File: src/rtl/fuzz_sig_capture.sv
// Signature capture for fuzz-generated DUT outputs: folds a wide output vector into
// a MISR over a programmed window (after a warm-up skip) and compares to a golden value.
module fuzz_sig_capture #(
  parameter int                DATA_W = 386,
  parameter int                SIG_W  = 32,
  parameter int                CNT_W  = 16,
  parameter int                WARM   = 2,
  parameter logic [SIG_W-1:0]  POLY   = 32'h04C11DB7,
  parameter logic [SIG_W-1:0]  SEED   = 32'h00000000
) (
  input  logic              clk,
  input  logic              rst,
  input  logic              start,
  input  logic [CNT_W-1:0]  num_cycles,
  input  logic [DATA_W-1:0] y_in,
  input  logic [SIG_W-1:0]  expected_sig,
  output logic              busy,
  output logic              done,
  output logic [SIG_W-1:0]  signature,
  output logic [CNT_W-1:0]  absorbed,
  output logic              match
);

  localparam int NCHUNK = (DATA_W + SIG_W - 1) / SIG_W;
  localparam int PAD_W  = NCHUNK * SIG_W;
  localparam logic [CNT_W-1:0] WARM_LAST = CNT_W'((WARM > 0) ? WARM - 1 : 0);

  typedef enum logic [1:0] {IDLE, WARMUP, CAPTURE, DONE} state_t;

  state_t            state, state_nxt;
  logic [CNT_W-1:0]  remaining;
  logic [CNT_W-1:0]  warm_cnt;
  logic [PAD_W-1:0]  y_pad;
  logic [SIG_W-1:0]  fold;
  logic [SIG_W-1:0]  misr_next;
  logic              accept;

  // The partial top chunk is zero-padded so every chunk folds uniformly.
  assign y_pad = PAD_W'(y_in);

  // NOTE: every signal written in always_comb gets a default first, so no path
  // leaves it unassigned and no latch is inferred.
  always_comb begin
    fold = '0;
    for (int k = 0; k < NCHUNK; k++) begin
      fold = fold ^ y_pad[k*SIG_W +: SIG_W];
    end
  end

  assign misr_next = {signature[SIG_W-2:0], 1'b0}
                   ^ (signature[SIG_W-1] ? POLY : '0)
                   ^ fold;

  assign accept = start && ((state == IDLE) || (state == DONE));

  // State register.
  // NOTE: sequential state uses non-blocking assignments so every register
  // samples pre-edge values regardless of statement order.
  always_ff @(posedge clk or posedge rst) begin
    if (rst) state <= IDLE;
    else     state <= state_nxt;
  end

  // Next-state logic.
  always_comb begin
    state_nxt = state;
    unique case (state)
      IDLE, DONE: begin
        if (accept) begin
          if (num_cycles == '0) state_nxt = DONE;
          else if (WARM > 0)    state_nxt = WARMUP;
          else                  state_nxt = CAPTURE;
        end
      end
      WARMUP:  if (warm_cnt == WARM_LAST)                 state_nxt = CAPTURE;
      CAPTURE: if (remaining == CNT_W'(1))                state_nxt = DONE;
      default: state_nxt = IDLE;
    endcase
  end

  // Outputs decoded from the registered state; only match looks at an input.
  always_comb begin
    busy  = (state == WARMUP) || (state == CAPTURE);
    done  = (state == DONE);
    match = done && (signature == expected_sig);
  end

  // Datapath: counters and the MISR; start in busy states is simply not accepted.
  always_ff @(posedge clk or posedge rst) begin
    if (rst) begin
      signature <= '0;
      absorbed  <= '0;
      remaining <= '0;
      warm_cnt  <= '0;
    end else if (accept) begin
      signature <= SEED;
      absorbed  <= '0;
      remaining <= num_cycles;
      warm_cnt  <= '0;
    end else if (state == WARMUP) begin
      warm_cnt  <= warm_cnt + CNT_W'(1);
    end else if (state == CAPTURE) begin
      signature <= misr_next;
      remaining <= remaining - CNT_W'(1);
      if (absorbed != '1) absorbed <= absorbed + CNT_W'(1);
    end
  end

endmodule

File: config.mk
export PLATFORM = sky130hd
export DESIGN_NAME = fuzz_sig_capture
export DESIGN_NICKNAME = d
export VERILOG_FILES = /design/src/rtl/fuzz_sig_capture.sv
export SDC_FILE = /design/constraint.sdc
export NUM_CORES = 1
export LEC_CHECK = 0
export CORE_AREA = 2 2 188 190
export DETAILED_ROUTE_END_ITERATION = 12
export DIE_AREA = 0 0 190 192
export SLEW_MARGIN = 20
export SYNTH_ARGS = -nofsm -noshare
export SYNTH_HDL_FRONTEND = slang
export SYNTH_SLANG_ARGS = --single-unit
File: constraint.sdc
create_clock -name clk -period 3.15 [get_ports clk]
set_input_delay 0.945 -clock clk [delete_from_list [all_inputs] [get_ports clk]]
set_output_delay 0.945 -clock clk [all_outputs]
set_load 0.01 [all_outputs]
==> impl_metrics.ini <==
[outcome]
status = finished, violations left
violations = setup timing

[critical_path]
arrival_ns = 2.27
r2r_start = state[0]$_DFFE_PP0P_
r2r_slack_ns = 0.86
cp.required_ns = 2.20
cp-end-kind = output port
start_kind = input pin
path_max_fanout = 1
reg2reg_depth = 6
worstSetupPathType = in -> out
reg2reg_to = signature[4]$_DFFE_PP0P_

[cts]
clock_path_buffers = 2
cts_made_buffers = 9
cts_tree = built
clk_pin_slew_ns = 0.07
clock_latency_ns = 0.35
root_buffer = clkbuf_16
cts_sinks = 82
h-tree-depth = 3
postCtsSetupBuffers = 0

[route]
vias = 7713
wl_per_cell_um = 19.4
drtIter0Drc = 197
route.detailed.drc = 0
ant_nets = 0
drt-vias-per-instance = 4.25
first_pass_iters = 4
routed_wl_um = 35200

[placed_design]
portBuffers = 487
dpl.hpwl_um = 30400
gp_congestion = 0.870
dp.cells = 1792

[power_and_ir_drop]
pwr-share-comb_pct = 64.9
p_leak_nw = 5.06
power_mw = 8.55
p_int_mw = 4.94
p_sw_mw = 3.61
powerDensity_mw_per_mm2 = 611
vdd_drop_max_v = 0.000382
swShare_pct = 42.2
power_frac_seq_pct = 21.9
p_clk_share_pct = 13.2

[floorplan]
die-area_mm2 = 0.0365
die_h_um = 192
num_rows = 68
pin_count = 488
die_w_um = 190
core_area_mm2 = 0.0343
start_util_pct = 23.0

[layout]
post-route-util_pct = 40.8
final_cells = 1813
final_common_cell = clkdlybuf4s50_1
fillers = 3387
register_area_mm2 = 0.00205
final_cell_mix = clkdlybuf4s50_1 (465), xnor2_1 (374), dfrtp_1 (82), xor2_1 (67), nor2_1 (40)
multi_input_area_mm2 = 0.00588
drive_gt1_share_pct = 6.58
area_growth_pct = 77.3
nets = 1794

[global_routing]
antenna_found_initial = 6
grt_pass1_vias = 7986
track_usage_pct = 18.6
grt_max_degree = 52
gr-total-overflow = 0
grt_pass1_wl_um = 49400

[synthesis]
synth.net_count = 1283
yosysTopAreaCell = xnor2_1
syn_area_per_cell_um2 = 9.42
ys_ff_latch = 82
synth_area_leaders = xnor2_1 (43%), dfrtp_1 (26%), xor2_1 (7.7%)
ys_types = 49
ys_seq_area_share_pct = 26.0
yosysTopAreaCellShare_pct = 42.7
syn_area_mm2 = 0.00789
ys_warn_count = 0
synth_cells = 837

[sta]
fin_crit_ns = 3.22
finalHoldViolCount = 0
setup-violations-final = 1
max_clock_freq_mhz = 311
setup_slack_ns = -0.0679
tns_ns = -0.0679
finalCritPeriodShare_pct = 102
worst_pin_slew_ns = 0.943
slew-limit-headroom_pct = 37.0
maxSlewViolCount = 0
finalClockSkew_ns = 0.00932
rsz0062_at_grt = yes

[hold_path]
holdPathEnd = remaining[14]$_DFFE_PP0P_
hp-class = reg -> reg
min_path_cells = 1
min_from = remaining[14]$_DFFE_PP0P_

[job]
cap_violations = 0
[metrics by stage]
step / setup slack, ns / hold slack [ns] / area (µm²)
final: -0.0679 / 0.494 / 14000
after detailed placement: -1.23 / 0.480 / 13500
after floorplan: 0.0966 / 0.457 / 7890
after global placement: -1.20 / 0.476 / 13500
after global routing: -0.135 / 0.523 / 14000
after CTS: -0.119 / 0.499 / 14000
[metal layers]
layer / global-route usage, % / up-vias / part of all wire (%)
li1: - / 3836 / -
met1: 22.9 / 3611 / 39
met2: 33.0 / 237 / 52
met3: 4.86 / 25 / 7.7
met4: 3.25 / 4 / 1.2
met5: 0 / - / 0.080
[flip-flops by register name (all words and copies together), names as in the netlist]
register and flops:
signature 32, absorbed 16, remaining 16, warm_cnt 16
state 2
[Yosys cell counts, drive strengths merged]
library cell / instances
buf: 6
dfrtp: 82
and2: 4
nand3b: 1
or4: 3
nor4: 17
o211ai: 1
clkbuf: 16
a2bb2oi: 2
xnor2: 384
and4: 4
inv: 10
a21o: 1
o41ai: 2
nand2: 22
a41oi: 2
o2bb2ai: 3
nand3: 14
ha: 9
a22o: 33
o21a: 1
a22oi: 5
o21ai: 28
nand4: 15
and3: 7
nor4b: 2
o32ai: 3
nand2b: 1
xor2: 69
a31oi: 2
o22a: 1
mux2i: 3
a21oi: 19
o31a: 1
nor3: 10
o22ai: 1
o2111ai: 4
or3: 4
nor3b: 3
nor2: 41
o221ai: 1
[kinds of logic (layout without fill, tap and decap cells)]
logic type,Yosys count,in the layout,share of synthesized area [%]
XOR/XNOR,453,453,50.3
other,0,5,0
adder cells (fa/ha/maj),9,9,1.43
multiplexers,3,3,0.381
AO/OA/AOI/OAI,110,110,9.76
AND/OR/NAND/NOR,148,148,10.5
flip-flops,82,82,26.0
buffers and inverters,32,548,1.60
[critical path: stages]
cell,delay (ns)
clkdlybuf4s50_1,0.42
xnor2_1,0.21
nand4_1,0.23
nor4_4,0.29
buf_2,0.18
[power groups by stage]
stage / Clock (mW) / Sequential (mW) / Combinational (mW)
final: 1.13 / 1.87 / 5.55
after global routing: 1.21 / 1.92 / 6.05
after CTS: 1.17 / 1.86 / 5.64
after detailed placement: 0 / 1.84 / 5.54
after global placement: 0 / 1.85 / 5.51
after floorplan: 0 / 1.85 / 3.10
[layout make-up]
| cell class | count | area share, % |
|---|---|---|
| sequential | 82 | 14.7 |
| clock inverter | 6 | 0.519 |
| tap | 455 | 4.07 |
| multi-input combinational | 723 | 42.0 |
| antenna | 5 | 0.0895 |
| timing repair buffer | 522 | 36.7 |
| inverter | 10 | 0.286 |
| clock buffer | 10 | 1.64 |
[how the worst max path moves through the flow]
stage / start / to
after global placement: expected_sig[27] / match
final: expected_sig[0] / match
after detailed placement: expected_sig[25] / match
after global routing: expected_sig[25] / match
after floorplan: rst / absorbed[0]$_DFFE_PP0P_
after CTS: expected_sig[27] / match
[repair_timing]
item	in CTS	in global routing
gates resized for setup	86	6
hold buffers	0	0
endpoints found under the setup margin	1	1
pin swaps	25	9
Power figures use the tool's default switching activity.
==> edit: new RTL, same flow settings <==
Encoding of `state_t`: now one-hot (4 bits for 4 states).
--- a/src/rtl/fuzz_sig_capture.sv
+++ b/src/rtl/fuzz_sig_capture.sv
@@ -25,7 +25,7 @@
   localparam int PAD_W  = NCHUNK * SIG_W;
   localparam logic [CNT_W-1:0] WARM_LAST = CNT_W'((WARM > 0) ? WARM - 1 : 0);
 
-  typedef enum logic [1:0] {IDLE, WARMUP, CAPTURE, DONE} state_t;
+  typedef enum logic [3:0] {IDLE = 4'b0001, WARMUP = 4'b0010, CAPTURE = 4'b0100, DONE = 4'b1000} state_t;
 
   state_t            state, state_nxt;
   logic [CNT_W-1:0]  remaining;
Formal check against the unedited RTL: no difference found for any inputs over 10 cycles, from zero or initial values and one cycle with rst high; not proved beyond that.
==> edit against the original RTL <==
  * The run still ends with setup timing left
  * Routed wire length about the same
  * Design area up 3.3%
  * Sequential share of layout area down 0.12 points
  * Total power down 13%
  * Worst hold slack better by 0.041 ns
  * Worst setup slack worse by 0.0088 ns
  * Sequential cell count up 2
  * Area after synthesis up 6.5%
  * Count of clock-buffer cells in the layout down 1
  * Synthesized cell count down 5.5%
  * Largest cell class unchanged
==> edit: results (changes against the original RTL) <==
SYNTH
-------------------------------------------------------------------------------------------------
Area fraction in compound gates after synthesis                                             8.26%   -1.5 points
Top post-synthesis cells by area                                                     xnor2_1 (26%), dfrtp_1 (25%), xnor3_1 (22%), nand2_1 (3.1%), o22ai_1 (2.5%)
Mux share of post-synthesis cell area                                                      0.969%   +0.59 points
Number of distinct library cell variants in the gate-level netlist after synthesis             52   +6.1%
Proportion of synthesized chip area in sequential cells                                     25.1%   -0.97 points
Post-synthesis xor/xnor area fraction                                                       51.1%   +0.74 points

STA
-------------------------------------------------------------------------------------------------
Transition time of the tightest slew-check pin                                           0.827 ns   -0.116 ns
Worst hold slack                                                                         0.535 ns   +0.0411 ns
Worst Skew                                                                              0.0178 ns   +0.00852 ns
Number of endpoints failing setup at the final stage                                            1   unchanged
Final WS setup                                                                         -0.0767 ns   -0.00879 ns

OUTCOME
-------------------------------------------------------------------------------------------------
Outcome                                                                              complete, but fails checks
Violated checks                                                                      setup timing

FINAL LAYOUT
-------------------------------------------------------------------------------------------------
Final Non-Filler Cells                                                                       1765   -2.6%
Filler cell count in the final layout                                                        3343   -1.3%
Share of layout cells above drive strength 1                                                7.27%   +0.70 points

PLACED DESIGN
-------------------------------------------------------------------------------------------------
DP HPWL                                                                                   30.1 mm   -1.0%

POWER
-------------------------------------------------------------------------------------------------
Max rail drop VDD                                                                      0.000287 V   -25%
Switching component of the power                                                          2.70 mW   -25%
Clock-net power                                                                           1.08 mW   -4%
Leakage component of the power                                                            5.84 nW   +16%
P per Cell Area                                                                       512 nW/um^2   -16%

GLOBAL ROUTE
-------------------------------------------------------------------------------------------------
Global routing met2 resource utilization                                                    34.1%   +1.1 points
All-Layer GR Usage                                                                          18.6%   about the same
Vias in the first global route                                                               8096   +1.4%

DETAILED ROUTING
-------------------------------------------------------------------------------------------------
Drt first-iter violations                                                                     266   +35%

[edit: cell type report]
class / count / share of cell area (%)
Tap cell: 455 / 3.94
Antenna cell: 4 / 0.0693
Sequential cell: 84 / 14.6
Clock inverter: 7 / 0.433
Timing Repair Buffer: 529 / 35.9
Multi-Input combinational cell: 668 / 43.3
Clock buffer: 9 / 1.56
Inverter: 9 / 0.251
[edit: worst max-delay path, stage by stage]
cell and delay [ns]:
dlygate4sd2_1 0.24, xor2_1 0.14, nor4_2 0.35, nand3_2 0.15, nor4_4 0.28, buf_2 0.17
[edit: worst paths after layout]
path,cells past startpoint,to,start
max,6,match,expected_sig[17]
min,1,warm_cnt[0],warm_cnt[0]
max reg2reg,5,warm_cnt[15],state[2]
min reg2reg,1,warm_cnt[0],warm_cnt[0]
max in group asynchronous,3,signature[31],rst
min in group asynchronous,2,signature[6],rst
